[src/rtl/sifive_reset_pkg.sv]
// sifive_reset_pkg: shared definitions for the VCU118 power-on reset gate.
// Holds the gate FSM state encodings, the default parameter values and a
// small helper that sizes the cycle counters.
package sifive_reset_pkg;

    typedef logic [1:0] gate_state_t;

    localparam gate_state_t HOLD_MMCM = 2'd0;
    localparam gate_state_t WAIT_LOCK = 2'd1;
    localparam gate_state_t STABLE    = 2'd2;
    localparam gate_state_t RUN       = 2'd3;

    localparam int unsigned DEF_N_LOCK          = 4;
    localparam int unsigned DEF_MMCM_RST_CYCLES = 64;
    localparam int unsigned DEF_STABLE_CYCLES   = 4096;
    localparam int unsigned DEF_DEBOUNCE_CYCLES = 65536;
    localparam int unsigned DEF_LOCK_TIMEOUT    = 1048576;

    function automatic int unsigned maxOf2(input int unsigned a, input int unsigned b);
        return (a > b) ? a : b;
    endfunction

    // Bits needed to hold every value from 0 up to and including maxCount.
    function automatic int unsigned counterWidth(input int unsigned maxCount);
        return $clog2(maxCount + 1);
    endfunction

endpackage

[src/rtl/sifive_bit_sync.sv]
// sifive_bit_sync: two-flop synchronizer for one asynchronous level input.
// Both stages clear asynchronously while aresetn is low so the synced value
// starts at 0 after power-on.
module sifive_bit_sync (
    input  logic clock,
    input  logic aresetn,
    input  logic d_i,
    output logic q_o
);

    logic meta_q;
    logic sync_q;

    // Two back-to-back flops give the first stage a full cycle to resolve metastability
    always_ff @(posedge clock or negedge aresetn) begin
        if (!aresetn) begin
            meta_q <= 1'b0;
            sync_q <= 1'b0;
        end else begin
            meta_q <= d_i;
            sync_q <= meta_q;
        end
    end

    assign q_o = sync_q;

endmodule

[src/rtl/sifive_reset_gate.sv]
// sifive_reset_gate: power-on reset gate for the VCU118 shell.
// Pulses mmcm_reset, waits for every MMCM lock to hold steadily, then releases
// areset to the downstream reset sequencer. A debounced button press or a
// software request restarts the stability window; losing lock restarts the
// whole sequence from the MMCM reset pulse.
// Optional feature: define SIFIVE_RESET_GATE_TIMEOUT_EN to give up waiting for
// lock after LOCK_TIMEOUT cycles and re-pulse the MMCM reset.
module sifive_reset_gate
    import sifive_reset_pkg::*;
#(
    parameter int unsigned N_LOCK          = DEF_N_LOCK,
    parameter int unsigned MMCM_RST_CYCLES = DEF_MMCM_RST_CYCLES,
    parameter int unsigned STABLE_CYCLES   = DEF_STABLE_CYCLES,
    parameter int unsigned DEBOUNCE_CYCLES = DEF_DEBOUNCE_CYCLES,
    parameter int unsigned LOCK_TIMEOUT    = DEF_LOCK_TIMEOUT
) (
    input  logic              clock,
    input  logic              aresetn,
    input  logic [N_LOCK-1:0] locked,
    input  logic              button,
    input  logic              sw_reset_req,
    output logic              mmcm_reset,
    output logic              areset,
    output logic [1:0]        state
);

    // One width covers every count this block can reach, so no counter wraps.
    localparam int unsigned CNT_W = counterWidth(maxOf2(maxOf2(MMCM_RST_CYCLES, STABLE_CYCLES),
                                                        maxOf2(DEBOUNCE_CYCLES, LOCK_TIMEOUT)));

    localparam logic [CNT_W-1:0] CNT_ONE     = CNT_W'(1);
    localparam logic [CNT_W-1:0] HOLD_LAST   = CNT_W'(MMCM_RST_CYCLES - 1);
    localparam logic [CNT_W-1:0] STABLE_LAST = CNT_W'(STABLE_CYCLES - 1);
    localparam logic [CNT_W-1:0] DB_FIRE     = CNT_W'(DEBOUNCE_CYCLES - 1);
    localparam logic [CNT_W-1:0] DB_SAT      = CNT_W'(DEBOUNCE_CYCLES);

    logic [N_LOCK-1:0] lockedSync;
    logic              allLocked;
    logic              buttonSync;

    logic [CNT_W-1:0]  dbCnt_q;
    logic [CNT_W-1:0]  dbCnt_d;
    logic              pressEvent;

    gate_state_t       state_q;
    gate_state_t       state_d;
    logic [CNT_W-1:0]  cnt_q;
    logic [CNT_W-1:0]  cnt_d;
    logic              mmcmReset_q;
    logic              areset_q;
    logic              lockTimeout;
    logic              restartReq;

    for (genvar i = 0; i < N_LOCK; i++) begin : g_lockSync
        sifive_bit_sync u_lockSync (
            .clock   (clock),
            .aresetn (aresetn),
            .d_i     (locked[i]),
            .q_o     (lockedSync[i])
        );
    end

    sifive_bit_sync u_buttonSync (
        .clock   (clock),
        .aresetn (aresetn),
        .d_i     (button),
        .q_o     (buttonSync)
    );

    assign allLocked  = &lockedSync;
    assign restartReq = pressEvent | sw_reset_req;

    // Debounce: count consecutive high samples, fire once on reaching the threshold, then hold
    always_comb begin
        dbCnt_d    = '0;
        pressEvent = 1'b0;
        if (buttonSync) begin
            if (dbCnt_q == DB_SAT) begin
                dbCnt_d = DB_SAT;
            end else begin
                dbCnt_d    = dbCnt_q + CNT_ONE;
                pressEvent = (dbCnt_q == DB_FIRE);
            end
        end
    end

    // Debounce counter register
    always_ff @(posedge clock or negedge aresetn) begin
        if (!aresetn) begin
            dbCnt_q <= '0;
        end else begin
            dbCnt_q <= dbCnt_d;
        end
    end

`ifdef SIFIVE_RESET_GATE_TIMEOUT_EN
    localparam logic [CNT_W-1:0] TO_LIMIT = CNT_W'(LOCK_TIMEOUT);

    logic [CNT_W-1:0] toCnt_q;
    logic [CNT_W-1:0] toCnt_d;

    assign lockTimeout = (toCnt_q == TO_LIMIT);

    // Dwell counter for WAIT_LOCK; restarts from zero on every entry into WAIT_LOCK
    always_comb begin
        toCnt_d = '0;
        if ((state_q == WAIT_LOCK) && (state_d == WAIT_LOCK)) begin
            toCnt_d = toCnt_q + CNT_ONE;
        end
    end

    // Lock timeout counter register
    always_ff @(posedge clock or negedge aresetn) begin
        if (!aresetn) begin
            toCnt_q <= '0;
        end else begin
            toCnt_q <= toCnt_d;
        end
    end
`else
    assign lockTimeout = 1'b0;
`endif

    // Gate FSM: lock loss beats a restart request, which beats the stability countdown
    always_comb begin
        state_d = state_q;
        cnt_d   = cnt_q;
        case (state_q)
            HOLD_MMCM: begin
                if (cnt_q == HOLD_LAST) begin
                    state_d = WAIT_LOCK;
                    cnt_d   = '0;
                end else begin
                    cnt_d = cnt_q + CNT_ONE;
                end
            end
            WAIT_LOCK: begin
                cnt_d = '0;
                if (allLocked) begin
                    state_d = STABLE;
                end else if (lockTimeout) begin
                    state_d = HOLD_MMCM;
                end
            end
            STABLE: begin
                if (!allLocked) begin
                    state_d = HOLD_MMCM;
                    cnt_d   = '0;
                end else if (restartReq) begin
                    state_d = STABLE;
                    cnt_d   = '0;
                end else if (cnt_q == STABLE_LAST) begin
                    state_d = RUN;
                    cnt_d   = '0;
                end else begin
                    cnt_d = cnt_q + CNT_ONE;
                end
            end
            RUN: begin
                cnt_d = '0;
                if (!allLocked) begin
                    state_d = HOLD_MMCM;
                end else if (restartReq) begin
                    state_d = STABLE;
                end
            end
            default: begin
                state_d = HOLD_MMCM;
                cnt_d   = '0;
            end
        endcase
    end

    // State, counter and outputs; outputs are decoded from state_d so they move with state
    always_ff @(posedge clock or negedge aresetn) begin
        if (!aresetn) begin
            state_q     <= HOLD_MMCM;
            cnt_q       <= '0;
            mmcmReset_q <= 1'b1;
            areset_q    <= 1'b1;
        end else begin
            state_q     <= state_d;
            cnt_q       <= cnt_d;
            mmcmReset_q <= (state_d == HOLD_MMCM);
            areset_q    <= (state_d != RUN);
        end
    end

    assign mmcm_reset = mmcmReset_q;
    assign areset     = areset_q;
    assign state      = state_q;

endmodule

[config.mk]
export PLATFORM = sky130hd
export DESIGN_NAME = sifive_reset_gate
export DESIGN_NICKNAME = d
export VERILOG_FILES = /design/src/rtl/sifive_reset_pkg.sv /design/src/rtl/sifive_bit_sync.sv /design/src/rtl/sifive_reset_gate.sv
export SDC_FILE = /design/constraint.sdc
export NUM_CORES = 1
export LEC_CHECK = 0
export CAP_MARGIN = 25
export CORE_AREA = 2 2 83 85
export DETAILED_ROUTE_END_ITERATION = 6
export DIE_AREA = 0 0 85 87
export MAX_ROUTING_LAYER = met4
export PLACE_DENSITY = 0.57
export SETUP_SLACK_MARGIN = 0.02
export SYNTH_ARGS = -nofsm -noshare
export SYNTH_HDL_FRONTEND = slang
export SYNTH_SLANG_ARGS = --single-unit
export TNS_END_PERCENT = 20
[constraint.sdc]
create_clock -name clock -period 3.8 [get_ports clock]
set_input_delay 0.57 -clock clock [delete_from_list [all_inputs] [get_ports clock]]
set_output_delay 0.57 -clock clock [all_outputs]
set_load 0.005 [all_outputs]
==> results.cfg, run 1 <==
[run_status]
status = complete, no violations

[clock_network]
ctsHoldBuffers = 0
clockBufferDepth = 2
htreeDepth = 2
clockRootBuffer = clkbuf_8
cts-buffers-inserted = 5
tritoncts = done
post-cts-setup-buffers = 0
post_cts_resized = 0
insertion_delay_ns = 0.32
cts.sinks = 56
clkTransAtPathRegs_ns = 0.10

[critical_path]
crit_fanout = 21
slowest_delay_ns = 0.79
arrival_ns = 2.61
crit_type = reg -> reg
worst-endpoint-required_ns = 3.96
start_kind = register
cpMaxStageDelayCell = a21boi_2
path_cells = ha_1 -> nand4_2 -> or2_2 -> o31ai_2 -> a21boi_2 -> nor2_1
crit_path_end_kind = register

[final_layout]
num-fill-cells = 621
num_antenna_cells = 0
multiInputGateArea_um2 = 1070
final-seq-area_um2 = 1400
drive_gt1_share_pct = 8.88
area_growth_pct = 11.5
nNetsFinal = 269
fin_area_um2 = 2830

[global_route]
grt_pass1_vias = 1610
grt_max_degree = 40
track_usage_pct = 13.9
grt_antenna_before_repair = 0
grt-ovfl-total = 0
grt_pass1_wl_um = 7900

[drt]
drc = 0
drtPass1Iterations = 4
vias = 1698
wirelength_um = 4430
drtAntennaViolNets = 0
vias_per_cell = 5.01
first_iter_violations = 136
wire_per_inst_um = 13.1

[power]
swShare_pct = 22.1
combPwrFrac_pct = 2.8
pwr-share-seq_pct = 58.3
power.density_nw_per_um2 = 369
power_switching_w = 0.000231
p_clk_share_pct = 38.9
ir_worst_vdd_v = 0.000216
p_int_w = 0.000813
p_leak_nw = 1.22

[floorplanning]
die_y_um = 87
die_w_um = 85
start_util_pct = 38.6
rows = 30
fp.coreArea_um2 = 6570
ios = 12
die-area_um2 = 7400

[logic_synthesis]
syn_area_um2 = 2530
ys_ff_latch = 56
muxShareOfSynthArea_pct = 0
yosys.area_share.simple_pct = 25.4
synth_cell_types = 33
syn_inst = 242
ys_warn_count = 0
avgSynthCellArea_um2 = 10.5
synth_top_family_by_area = simple AND/OR/NAND/NOR gates
synthXorXnorAreaFrac_pct = 13.1
synth_fa_ha_area_share_pct = 1.48
synth_compound_area_share_pct = 2.07
synth.net_count = 253
yosysSeqAreaShare_pct = 55.4

[sta]
finalSetupViolations = 0
hold_violations = 0
min_period_over_period_pct = 64.5
slew-limit-headroom_pct = 36.0
rsz0062_at_grt = no
tightest_slew_ns = 0.954
fin_skew_ns = 0.00684
fin_setup_tns_ns = 0
drv_slew = 0
fin_crit_ns = 2.45
fmaxAchievable_mhz = 408

[flow_run]
drv_cap = 0

[placed_design]
dpl_cell_area_um2 = 2710
io_buffers = 11
routabilityCongestion = 0.782
hpwl_um = 3100

[min_path]
timing.hold.worst.class = in -> async
stage by stage:
| step | setup WS (ns) | instances | utilization [%] | hold slack (ns) | power [W] |
|---|---|---|---|---|---|
| finish | 1.35 | 339 | 43.0 | 0.155 | 0.00104 |
| global route | 1.07 | 339 | 43.0 | 0.182 | 0.00108 |
| CTS | 1.33 | 339 | 43.0 | 0.164 | 0.00106 |
| detailed placement | 1.34 | 331 | 41.2 | 0.335 | 0.000651 |
| global placement | 1.42 | 331 | 41.2 | 0.335 | 0.000650 |
| floorplan | 1.97 | 242 | - | 0.274 | 0.000629 |
synthesized netlist by cell type, drive strengths merged:
cell	instances	area [µm²]
nor2b	1	6.26
nand3	16	80.1
and4	2	17.5
dfrtp	54	1350
nor3	5	25.0
buf	3	37.5
and2	1	6.26
inv	7	26.3
nor3b	1	7.51
a21oi	1	5.00
nor2	52	195
o21bai	1	7.51
or2	2	12.5
a41oi	1	8.76
dfstp	2	52.6
and3	6	40.0
xor2	24	210
o31ai	1	12.5
or4	1	11.3
nand2	19	73.8
a21boi	2	18.8
ha	3	37.5
xnor2	14	123
or3b	1	8.76
nand4	12	81.3
nand2b	1	6.26
nor4	9	71.3
power by group through the flow:
stage	Sequential [W]	Clock (W)	Combinational, W
6_report	0.000608	0.000406	0.0000290
5_1_grt	0.000609	0.000439	0.0000345
4_1_cts	0.000608	0.000417	0.0000306
3_5_place_dp	0.000620	0	0.0000305
3_3_place_gp	0.000620	0	0.0000302
2_1_floorplan	0.000619	0	0.0000103
metal layers:
metal	up-vias	global-route usage [%]	part of all wire (%)
li1	846	-	-
met4	0	5.48	2.0
met5	-	-	0
met2	30	19.7	42
met3	7	3.60	3.5
met1	815	19.1	52
cells in the final DEF, fill, tap and decap left out, drive strengths merged, types with 2 or more instances in the layout:
master / count
nand2: 19
or2: 2
buf: 2
xor2: 24
nand3: 16
clkdlybuf4s50: 10
nand4: 12
nor3: 5
dfrtp: 54
dfstp: 2
inv: 7
and3: 6
a21boi: 2
clkbuf: 5
ha: 3
nor4: 9
and4: 2
nor2: 52
xnor2: 14
clkinv: 2
critical path, delay by kind of cell (launching register included):
kind	cells	cell delay [ns]
AND/OR/NAND/NOR	3	0.62
flip-flops	1	0.40
AO/OA/AOI/OAI	2	1.05
adder cells (fa/ha/maj)	1	0.23
logic make-up (layout without fill, tap and decap cells):
kind of cell / after synthesis / after routing
and+or+nand+nor: 129 / 129
DFF: 56 / 56
xor gates and xnor gates: 38 / 38
buffers and inverters: 10 / 27
AOI/OAI and AO/OA: 6 / 6
adders and majority gates: 3 / 3
path summary, 6_finish.rpt:
check                                                startpoint                            to  slack (ns)  cells past startpoint
worst max-delay path                                   cnt_q[0]                     cnt_q[14]        1.35                      6
worst min-delay path                                    aresetn                    dbCnt_q[3]        0.16                      1
worst max register to register                         cnt_q[0]                     cnt_q[14]        1.35                      6
worst min register to register  g_lockSync[0].u_lockSync.meta_q  g_lockSync[0].u_lockSync.q_o        0.36                      0
max in group asynchronous                               aresetn                        areset        2.80                      2
min in group clock              g_lockSync[0].u_lockSync.meta_q  g_lockSync[0].u_lockSync.q_o        0.36                      0
final cells by class:
cell class	count	area share, %
Clock buffer	5	2.44
Sequential cell	56	49.7
Timing Repair Buffer	12	3.99
Multi-Input combinational cell	176	37.7
Inverter	7	0.930
Tap cell	80	3.54
Clock inverter	3	1.68
state kept, by name, indices dropped and copies added, names as in the netlist:
name,flops
u_buttonSync.q_o,1
dbCnt_q,21
cnt_q,21
areset,1
g_lockSync.u_lockSync.q_o,4
state,2
mmcm_reset,1
g_lockSync.u_lockSync.meta_q,4
u_buttonSync.meta_q,1
Power figures use the tool's default switching activity.
==> run 2, diff against run 1 <==
clock period = 2.45 ns   (was 3.8 ns; I/O delays follow)
==> run 2 against run 1 <==
Compared with the run above:
- final cell count grew 1.2%
- sequential share of layout area shrank 0.44 points
- clock power grew 49%
- highest routed layer unchanged
- worst hold slack lost 0.040 ns
- global-route usage shrank 0.48 points
- critical path type unchanged
- die area is the same
- clock skew grew 0.00080 ns
- combinational power grew 61%
- maximum frequency grew 23%
- largest cell class unchanged
==> results.cfg, run 2 (synthesized netlist as in run 1, its figures left out) <==
[critical_path]
cp-startpoint = cnt_q[0]
r2r-start = cnt_q[0]
crit_path_end_kind = register
reg2regPathDepth = 7
crit_fanout = 11
start_kind = register
crit_type = reg -> reg
r2r_end = cnt_q[8]
rrSetupSlack_ns = 0.46
arrival_ns = 2.19
worst-endpoint-required_ns = 2.65

[floorplanning]
start_util_pct = 38.6
rows = 30
die_y_um = 87
die-area_um2 = 7400
ios = 12
die_w_um = 85
fp.coreArea_um2 = 6570

[clock_network]
post-cts-setup-buffers = 0
post_cts_resized = 0
insertion_delay_ns = 0.31
clkTransAtPathRegs_ns = 0.10
htreeDepth = 2
cts-buffers-inserted = 5
tritoncts = done
clockBufferDepth = 2
cts.sinks = 56
ctsHoldBuffers = 0
clockRootBuffer = clkbuf_8

[run_status]
status = complete, no violations

[power]
ir_worst_vdd_v = 0.000270
power.density_nw_per_um2 = 559
p_leak_nw = 1.24

[sta]
hold_slack_ns = 0.115
hold_violations = 0
fin_crit_ns = 1.99
fmaxAchievable_mhz = 502
fin_setup_tns_ns = 0
slew-limit-headroom_pct = 49.8
tightest_slew_ns = 0.754
rsz0062_at_grt = no
fin_skew_ns = 0.00764
drv_slew = 0
min_period_over_period_pct = 81.4
finalSetupViolations = 0

[placed_design]
dpl_cell_area_um2 = 2740
routabilityCongestion = 0.795
hpwl_um = 3130
placed_cells = 335
io_buffers = 11

[final_layout]
area_growth_pct = 12.5
mostFrequentLayoutCells = dfrtp_1 (54), nor2_1 (52), xor2_1 (24), nand2_1 (18), nand3_1 (16)
drive_gt1_share_pct = 10.3
layout.cells.most_common = dfrtp_1
num_antenna_cells = 0
nNetsFinal = 273
final-seq-area_um2 = 1400
num-fill-cells = 630
instances_no_fill = 343
multiInputGateArea_um2 = 1070
fin_area_um2 = 2850
post-route-util_pct = 43.4
largest_registers = cnt_q (21), dbCnt_q (21)

[drt]
vias_per_cell = 4.92
drtAntennaViolNets = 0
first_iter_violations = 125
wire_per_inst_um = 12.7
drtPass1Iterations = 4
drc = 0
wirelength_um = 4370
vias = 1689

[global_route]
grt_pass1_wl_um = 7710
grt-ovfl-total = 0
grt_max_degree = 35
grt_pass1_vias = 1632
track_usage_pct = 13.4
grt_antenna_before_repair = 0

[flow_run]
drv_cap = 0

[min_path]
timing.hold.worst.class = in -> async
## run 2: final cells by class
type | instances | area share [%]
repair buffers | 16 | 5.00
inverters | 7 | 0.922
flip-flops and latches | 56 | 49.3
multi-input cells | 176 | 37.4
clock buffers | 5 | 2.41
clock inverters | 3 | 1.49
well taps | 80 | 3.51
## run 2: worst max-delay path: stages, from the launching register on
cell and delay [ns]:
dfrtp_1 0.40, ha_1 0.23, nand4_2 0.17, or2_2 0.33
o31ai_2 0.28, a21boi_2 0.22, buf_4 0.20, nor2_1 0.06
## run 2: how the worst max path moves through the flow
stage                     to  slack, ns
floorplan           cnt_q[4]       0.62
CTS                 cnt_q[5]       0.43
global placement    cnt_q[6]       0.45
detailed placement  cnt_q[6]       0.43
global route        cnt_q[2]       0.28
finish              cnt_q[8]       0.46
## run 2: through the flow
stage	total power (W)	worst slack [ns]
4_1_cts	0.00162	0.427
3_3_place_gp	0.00101	0.454
2_1_floorplan	0.000976	0.617
3_5_place_dp	0.00101	0.435
6_report	0.00159	0.456
5_1_grt	0.00166	0.276
## run 2: power breakdown
group          internal [W]  switching, W
registers          0.000936    0.00000769
logic             0.0000174     0.0000292
clock network      0.000303      0.000300
total               0.00126      0.000337
## run 2: metal layers
| metal | share of wire, % | GRT usage (%) | wire length (µm) | vias to the layer above |
|---|---|---|---|---|
| li1 | - | - | - | 854 |
| met1 | 52 | 18.6 | 2280 | 813 |
| met2 | 44 | 20.0 | 1930 | 18 |
| met3 | 2.6 | 3.22 | 113 | 4 |
| met4 | 1.2 | 3.46 | 51 | 0 |
| met5 | 0 | - | 0 | - |
==> run 3, diff against run 2 <==
PLACE_DENSITY = 0.59   (was 0.57)
clock period = 1.6 ns   (was 2.45 ns; I/O delays follow)
==> run 3 against run 2 <==
Compared with the run above:
- flip-flop and latch count stayed put
- critical path depth is 1 lower
- routed wire length grew 14%
- the run now ends with negative setup slack left
- final cell count increased by 14%
==> results.cfg, run 3 (synthesized netlist as in run 1, its figures left out) <==
[min_path]
hp-start = g_lockSync[3].u_lockSync.meta_q
timing.hold.worst.class = reg -> reg
hold_depth = 0

[critical_path]
reg2regPathDepth = 6
arrival_ns = 1.97
worst-endpoint-required_ns = 1.79
crit_path_end_kind = register
crit_type = reg -> reg
r2r-start = dbCnt_q[20]
slowest_delay_ns = 0.55
cpMaxStageDelayCell = or4_4
crit_fanout = 21
cp-startpoint = dbCnt_q[20]
start_kind = register
path_cells = or4_4 -> nor3b_2 -> a21oi_2 -> a21boi_4 -> buf_12 -> nor2_1

[global_route]
grt_pass1_wl_um = 8680
grt_pass1_vias = 1914
track_usage_pct = 15.0
grt_antenna_before_repair = 0
grt_max_degree = 57
grt-ovfl-total = 0

[final_layout]
layout.cells.most_common = dfrtp_1
area_growth_pct = 32.7
post-route-util_pct = 51.2
fin_area_um2 = 3360
mostFrequentLayoutCells = dfrtp_1 (54), nor2_1 (52), buf_4 (49), xor2_1 (24), nand2_1 (18)
num-fill-cells = 568
drive_gt1_share_pct = 26.7
nNetsFinal = 321
num_antenna_cells = 0
largest_registers = cnt_q (21), dbCnt_q (21)

[sta]
hold_violations = 0
rsz0062_at_grt = yes
drv_slew = 0
finalSetupViolations = 41
fmaxAchievable_mhz = 563
slew-limit-headroom_pct = 76.9
hold_slack_ns = 0.355
fin_skew_ns = 0.00678
setup_slack_ns = -0.175
fin_crit_ns = 1.77
tightest_slew_ns = 0.344
min_period_over_period_pct = 111

[floorplanning]
die_w_um = 85
ios = 12
start_util_pct = 38.6
rows = 30
die-area_um2 = 7400
fp.coreArea_um2 = 6570
die_y_um = 87

[power]
power_switching_w = 0.000492
pwr-share-seq_pct = 57.4
p_clk_share_pct = 39.2
combPwrFrac_pct = 3.4
p_int_w = 0.00202
total_power_w = 0.00252
ir_worst_vdd_v = 0.000517
swShare_pct = 19.6
p_leak_nw = 1.54
power.density_nw_per_um2 = 748

[run_status]
status = complete, but fails checks
violations = negative setup slack

[clock_network]
clockBufferDepth = 2
tritoncts = done
cts.sinks = 56
htreeDepth = 2
clkTransAtPathRegs_ns = 0.09
clockRootBuffer = clkbuf_8
insertion_delay_ns = 0.30
cts-buffers-inserted = 5

[drt]
drc = 0
drtAntennaViolNets = 0
vias = 1915
first_iter_violations = 102
vias_per_cell = 4.90
wire_per_inst_um = 12.7
wirelength_um = 4970
drtPass1Iterations = 4

[placed_design]
routabilityCongestion = 0.823
hpwl_um = 3520
dpl_cell_area_um2 = 3170
io_buffers = 11
pre_cts_slack_ns = -0.176

[flow_run]
drv_cap = 0
## run 3: layout make-up
class	instances	area (µm²)	area share, %
multi-input combinational	176	1170	34.7
clock inverter	1	30.0	0.893
clock buffer	7	96.3	2.87
inverter	7	26.3	0.782
tap	80	100	2.98
timing repair buffer	64	538	16.0
sequential	56	1400	41.8
## run 3: worst paths after layout
check                                                     to  slack, ns
worst min-delay path            g_lockSync[3].u_lockSync.q_o       0.36
worst max register to register                     cnt_q[15]      -0.17
worst max-delay path                               cnt_q[15]      -0.17
min in group asynchronous                        dbCnt_q[14]       0.46
worst min register to register  g_lockSync[3].u_lockSync.q_o       0.36
max in group asynchronous                             areset       0.83
## run 3: stage by stage
stage | setup TNS, ns | std cells
final | -4.94 | 391
after global routing | -10.33 | 391
after CTS | -5.85 | 391
after detailed placement | -6.54 | 381
after global placement | -4.59 | 381
after floorplan | -1.61 | 242
## run 3: power by group through the flow
stage,logic [W],clock network (W),registers [W]
2_1_floorplan,0.0000254,0,0.00147
3_3_place_gp,0.0000856,0,0.00147
3_5_place_dp,0.0000865,0,0.00147
4_1_cts,0.0000894,0.00103,0.00144
5_1_grt,0.0000980,0.00107,0.00145
6_report,0.0000858,0.000986,0.00144
## run 3: layer usage
layer  routed length, µm  vias up  track usage, %
met4                  54        0            4.76
met1                2410      943            20.0
met5                   0        -               -
met3                 102        5            2.94
met2                2400       18            23.4
li1                    -      949               -
## run 3: timing repair
action                     4_1_cts  5_1_grt
setup endpoints to repair       44       46
hold buffers                     1        0
hold endpoints to repair        54        0
resized for setup                2        9
setup buffers                    1        0
pin swaps                        3        1
## run 3: critical path, delay by kind of cell (launching register included)
| family | cells | cell delay (ns) |
|---|---|---|
| AND/OR/NAND/NOR | 3 | 0.82 |
| AO/OA/AOI/OAI | 2 | 0.28 |
| flip-flops | 1 | 0.39 |
| buffers and inverters | 1 | 0.17 |
